[src/rtl/ctrl_issue.sv]
// ctrl_issue: registered, stall-aware instruction decoder/issuer.
// Accepts one 9-bit instruction per valid/ready handshake and presents the decoded
// control one cycle later as a single-cycle out_valid pulse. Holds the Eql/Lss/Grt
// flag register, holds back conditional branches while a compare result is still
// outstanding, and blocks fetch while a load/store occupies data_mem.
// Optional: define CTRL_PERF_CNT_EN to add the saturating issue_cnt/stall_cnt ports.
module ctrl_issue #(
    parameter int IW      = 9,
    parameter int MEM_LAT = 2,
    parameter int JT_W    = 4
) (
    input  logic            Clk,
    input  logic            Reset,
    input  logic            in_valid,
    output logic            in_ready,
    input  logic [IW-1:0]   mach_code,
    input  logic            flag_we,
    input  logic            Eql,
    input  logic            Lss,
    input  logic            Grt,
    output logic            out_valid,
    output logic            Alu_en,
    output logic [2:0]      Aluop,
    output logic [2:0]      Ra,
    output logic [2:0]      Rb,
    output logic [7:0]      Imm,
    output logic [2:0]      Mem_addr,
    output logic            WenR,
    output logic            Ldr,
    output logic            Str,
    output logic            Jen,
    output logic [JT_W-1:0] Jump_idx,
    output logic            loop_branch,
    output logic            shift_dir,
    output logic            cmp_imm
`ifdef CTRL_PERF_CNT_EN
    ,
    output logic [15:0]     issue_cnt,
    output logic [15:0]     stall_cnt
`endif
);

    typedef enum logic [1:0] {RUN, FLAG_WAIT, MEM_WAIT} state_t;

    typedef struct packed {
        logic            alu_en;
        logic [2:0]      aluop;
        logic [2:0]      ra;
        logic [2:0]      rb;
        logic [7:0]      imm;
        logic [2:0]      mem_addr;
        logic            wenr;
        logic            ldr;
        logic            str;
        logic            jen;
        logic [JT_W-1:0] jump_idx;
        logic            loop_branch;
        logic            shift_dir;
        logic            cmp_imm;
    } ctl_t;

    state_t     state, state_nx;
    logic [3:0] cnt, cnt_nx;
    logic [2:0] flags;          // {E, L, G}
    logic [2:0] flags_eff;
    logic       flag_pending;
    logic [8:0] code;
    logic       is_cond, is_mem, is_cmp, take, accept;
    ctl_t       dec, q;

    // Only the low 9 bits carry the encoding; wider IW is tolerated.
    assign code    = mach_code[8:0];
    assign is_cond = (code[8:7] == 2'b11) && (code[6:4] <= 3'b100);
    assign is_mem  = (code[8:7] == 2'b11) && (code[6:5] == 2'b11);
    assign is_cmp  = (code[8:6] == 3'b101);
    assign accept  = in_valid && in_ready;

    // Branch condition; a flag write in the same cycle is bypassed so a held branch
    // resolves against the fresh compare result.
    always_comb begin
        flags_eff = flag_we ? {Eql, Lss, Grt} : flags;
        take      = 1'b0;
        case (code[6:4])
            3'b000:  take = flags_eff[2];
            3'b001:  take = !flags_eff[2];
            3'b010:  take = flags_eff[0];
            3'b011:  take = flags_eff[1] || flags_eff[2];
            3'b100:  take = flags_eff[1];
            default: take = 1'b0;
        endcase
    end

    // Instruction decode; every field not used by an instruction stays 0.
    always_comb begin
        dec = '0;
        if (code[8:7] == 2'b11) begin
            case (code[6:4])
                3'b101: begin
                    if (!code[3]) begin
                        dec.jen           = 1'b1;
                        dec.loop_branch   = 1'b1;
                        dec.jump_idx[2:0] = code[2:0];
                    end else begin
                        dec.alu_en = 1'b1;
                        dec.aluop  = 3'b110;
                        dec.ra     = code[2:0];
                        dec.wenr   = 1'b1;
                    end
                end
                3'b110, 3'b111: begin
                    dec.ra       = {2'b00, code[3]};
                    dec.mem_addr = code[2:0];
                    dec.wenr     = !code[4];
                    dec.ldr      = !code[4];
                    dec.str      = code[4];
                end
                default: begin
                    dec.jen           = take;
                    dec.jump_idx[3:0] = code[3:0];
                end
            endcase
        end else begin
            dec.alu_en = 1'b1;
            dec.aluop  = code[8:6];
            case (code[8:6])
                3'b001: begin
                    dec.ra   = code[5:3];
                    dec.imm  = {5'b0, code[2:0]};
                    dec.wenr = 1'b1;
                end
                3'b100: begin
                    dec.ra        = code[4:2];
                    dec.rb        = {1'b0, code[1:0]};
                    dec.shift_dir = code[5];
                    dec.wenr      = 1'b1;
                end
                3'b101: begin
                    dec.cmp_imm = code[5];
                    if (code[5]) begin
                        dec.ra  = code[4:2];
                        dec.imm = {6'b0, code[1:0]};
                    end else begin
                        dec.ra = {1'b0, code[4:3]};
                        dec.rb = code[2:0];
                    end
                end
                default: begin
                    dec.ra   = code[5:3];
                    dec.rb   = code[2:0];
                    dec.wenr = 1'b1;
                end
            endcase
        end
    end

    // Handshake and next-state: hold conditional branches on an outstanding compare,
    // block fetch for the remainder of a multi-cycle memory access.
    always_comb begin
        state_nx = state;
        cnt_nx   = cnt;
        in_ready = 1'b0;
        case (state)
            RUN: begin
                in_ready = !(in_valid && is_cond && flag_pending && !flag_we);
                if (in_valid && !in_ready) state_nx = FLAG_WAIT;
            end
            FLAG_WAIT: begin
                in_ready = flag_we;
                // Pending clears on flag_we, so nothing is left to wait for.
                if (flag_we) state_nx = RUN;
            end
            MEM_WAIT: begin
                cnt_nx = cnt - 4'd1;
                if (cnt == 4'd1) state_nx = RUN;
            end
            default: state_nx = RUN;
        endcase
        if (accept && is_mem && (MEM_LAT > 1)) begin
            state_nx = MEM_WAIT;
            cnt_nx   = 4'(MEM_LAT - 1);
        end
    end

    // State, flag register and pending-compare tracking; a new CMP wins over a
    // simultaneous flag write, which belongs to the older compare.
    always_ff @(posedge Clk) begin
        if (Reset) begin
            state        <= RUN;
            cnt          <= '0;
            flags        <= '0;
            flag_pending <= 1'b0;
        end else begin
            state <= state_nx;
            cnt   <= cnt_nx;
            if (flag_we) flags <= {Eql, Lss, Grt};
            if (accept && is_cmp) flag_pending <= 1'b1;
            else if (flag_we)     flag_pending <= 1'b0;
        end
    end

    // Issue register: control is live only in the cycle after accept.
    always_ff @(posedge Clk) begin
        if (Reset) begin
            out_valid <= 1'b0;
            q         <= '0;
        end else begin
            out_valid <= accept;
            q         <= accept ? dec : '0;
        end
    end

    assign Alu_en      = q.alu_en;
    assign Aluop       = q.aluop;
    assign Ra          = q.ra;
    assign Rb          = q.rb;
    assign Imm         = q.imm;
    assign Mem_addr    = q.mem_addr;
    assign WenR        = q.wenr;
    assign Ldr         = q.ldr;
    assign Str         = q.str;
    assign Jen         = q.jen;
    assign Jump_idx    = q.jump_idx;
    assign loop_branch = q.loop_branch;
    assign shift_dir   = q.shift_dir;
    assign cmp_imm     = q.cmp_imm;

`ifdef CTRL_PERF_CNT_EN
    // Saturating counters of issued instructions and fetch-stall cycles.
    always_ff @(posedge Clk) begin
        if (Reset) begin
            issue_cnt <= '0;
            stall_cnt <= '0;
        end else begin
            if (out_valid && (issue_cnt != 16'hFFFF)) issue_cnt <= issue_cnt + 16'd1;
            if (in_valid && !in_ready && (stall_cnt != 16'hFFFF)) stall_cnt <= stall_cnt + 16'd1;
        end
    end
`endif

endmodule

[config.mk]
export PLATFORM = sky130hd
export DESIGN_NAME = ctrl_issue
export DESIGN_NICKNAME = d
export VERILOG_FILES = /design/src/rtl/ctrl_issue.sv
export SDC_FILE = /design/constraint.sdc
export NUM_CORES = 1
export LEC_CHECK = 0
export ABC_AREA = 1
export CAP_MARGIN = 15
export CORE_MARGIN = 3
export CORE_UTILIZATION = 35
export DETAILED_ROUTE_END_ITERATION = 10
export DONT_BUFFER_PORTS = 1
export PLACE_DENSITY_LB_ADDON = 0.12
export RECOVER_POWER = 100
export REMOVE_ABC_BUFFERS = 1
export SETUP_SLACK_MARGIN = 0.4
export SLEW_MARGIN = 5
export SYNTH_ARGS = -nofsm -noshare
export SYNTH_HDL_FRONTEND = slang
export SYNTH_SLANG_ARGS = --single-unit
[constraint.sdc]
create_clock -name Clk -period 2.4 [get_ports Clk]
set_input_delay 0.48 -clock Clk [delete_from_list [all_inputs] [get_ports Clk]]
set_output_delay 0.48 -clock Clk [all_outputs]
set_load 0.005 [all_outputs]
==> results.ini <==
[power]
vdd_drop_max_mv=0.369
p_leak_nw=0.810
power_density_nw_per_um2=817

[setup_path]
cp_common_cell=nand2_1
worstPathArrival_ps=1800
crit_chain=nand2_1 > nor2_1 > nand2_1 > nand2_2 > nand2_1 > nand3_1 > o21ai_0
start_kind=flip-flop
max_stage_delay_ps=450
worst-path-max-fanout=14
critPathKind=reg -> reg
cp-end-kind=flip-flop
required_ps=2590
worst-path-buf-inv=0
cp_slowest_cell=nand3_1
cp_top_family=simple AND/OR/NAND/NOR gates

[cells_and_area]
fin_cells=262
layout-drive-gt1-share_pct=8.02
fillers=433
area_delta_synth_final_pct=8.55
final_util_pct=41.1
nets=229
diodes=0

[die]
start_util_pct=37.9
num_rows=23
core_area_um2=4170
die_x_um=73.2
die_area_um2=5360
boundaryPins=50
fp.dieH_um=73.2

[global_routing]
grt_pass1_wl_mm=5.61
grt_overflow_total=0
grt_pass1_vias=1200
grt_max_degree=15
grt_use_met1_pct=18.0
grt_use_met3_pct=5.23
use_met2_pct=20.0
track_usage_pct=13.7
busiest_layer=met2
antenna_found_initial=0

[logic_synthesis]
synth_edf_count=0
synth_area_leaders=dfxtp_1 48%, nand2_1 11%, nor2_1 7.4%
avgSynthCellArea_um2=7.63
synth_top_area_cell=dfxtp_1
ys_types=25
yosysTopAreaCellShare_pct=48.1
ys_warn_count=0
async_flop_share_pct=0
syn_inst=207
synth_common_cells=47 x nand2_1, 38 x dfxtp_1, 31 x nor2_1
ys_seq_elements=38
seq_area_frac_synth_pct=48.1
yosys_most_used_dff=dfxtp_1
syn_area_um2=1580
yosys.cell_count.top_type=nand2_1

[cts]
cts_root_buf=clkbuf_8
post_cts_buffers=0
cts_buffers=5
cts_htree_levels=2
worst_skew_pair.late_latency_ps=290
cts.hold.buffers_added=0
path_clk_slew_ps=70
cts_sinks=38
cts_buffer_depth=2
cts_tree=built
cts_resized=0

[drt]
wl_per_cell_um=13.0
dr.pass1.iters=4
drt_iter0_markers=74
via_count=1249
ant_nets=0
finalWirelength_mm=3.41
viasPerCell=4.77
drc=0

[timing]
fin_skew_ps=6.02
fmax_ghz=0.621
rsz0062_at_grt=false
finalSetupViolCount=0
maxSlewHeadroom_pct=61.8
worst_pin_slew_ps=572
finalMaxSlewViolations=0
fin_crit_ps=1610
setup_tns_ps=0
whs_ps=256
final.period_utilization_pct=67.1
final-hold-violation-count=0

[place]
io_buffers=0
place_congestion=0.843
dp_hpwl_mm=2.66
dp.cells=254

[run]
cap_violations=0

[run_status]
status=finished, final reports clean

[min_path]
hp-class=in -> reg

==> cells in the final DEF (no fill, tap or decap), types with 2 or more instances in the layout <==
cell type and instances:
dfxtp_1 38, ha_1 2, nor3_1 4, o21ai_0 7
conb_1 5, inv_1 28, nand2_1 48, clkbuf_8 6
nand2_2 4, bufinv_16 2, nand4_1 4, nand3_1 13
a21oi_1 11, nor2_1 31
==> cell families (layout without fill, tap and decap cells) <==
logic type,Yosys count,after routing,synth area share [%]
buffers and inverters,36,37,10.7
other,1,5,0.237
adders and majority gates,2,2,1.58
DFF,38,38,48.1
AOI/OAI and AO/OA,20,20,6.65
and+or+nand+nor,108,108,31.6
xor gates and xnor gates,2,2,1.11
==> per-stage QoR <==
stage | total power [mW] | worst slack, ps | area [um2]
global placement | 0.759 | 961 | 1600
floorplan | 0.741 | 1050 | 1540
CTS | 1.42 | 910 | 1740
finish | 1.40 | 789 | 1720
detailed placement | 0.760 | 950 | 1600
global route | 1.47 | 613 | 1720
==> power breakdown <==
group          switching (mW)  leakage [nW]  internal [mW]
Combinational          0.0590         0.429         0.0279
Clock                   0.217        0.0714          0.443
Sequential            0.00850         0.309          0.647
Total                   0.284         0.810           1.12
==> registers in the layout, indices dropped and copies added, names as in the netlist, 2 cells and up <==
name      count
cnt           4
state         2
Ra            3
flags         3
Aluop         3
Imm           3
Mem_addr      3
Rb            3
Jump_idx      4
==> area by class of cell <==
class	count	area [um2]	area share, %
Clock inverter	2	60.1	3.50
Clock buffer	6	82.6	4.81
Multi-Input combinational cell	137	641	37.3
Inverter	29	109	6.35
Tap cell	50	62.6	3.65
Sequential cell	38	761	44.3
==> per-layer routing <==
| metal | part of all wire, % | up-vias | wire length [um] |
|---|---|---|---|
| met1 | 46 | 541 | 1570 |
| met2 | 43 | 53 | 1450 |
| met3 | 9.8 | 8 | 332 |
| met4 | 1.6 | 0 | 55 |
| met5 | 0 | - | 0 |
| li1 | - | 647 | - |
==> worst paths after layout <==
check / start / to / slack, ps / cells after the start
hold / removal: Reset / flags[2]$_SDFF_PP0_ / 260 / 1
setup reg to reg: flag_pending$_SDFFE_PP0P_ / flag_pending$_SDFFE_PP0P_ / 790 / 7
setup / recovery: flag_pending$_SDFFE_PP0P_ / flag_pending$_SDFFE_PP0P_ / 790 / 7
hold reg to reg: flags[0]$_SDFF_PP0_ / flags[0]$_SDFF_PP0_ / 480 / 2
No activity file was read; power rests on OpenSTA's default activity.
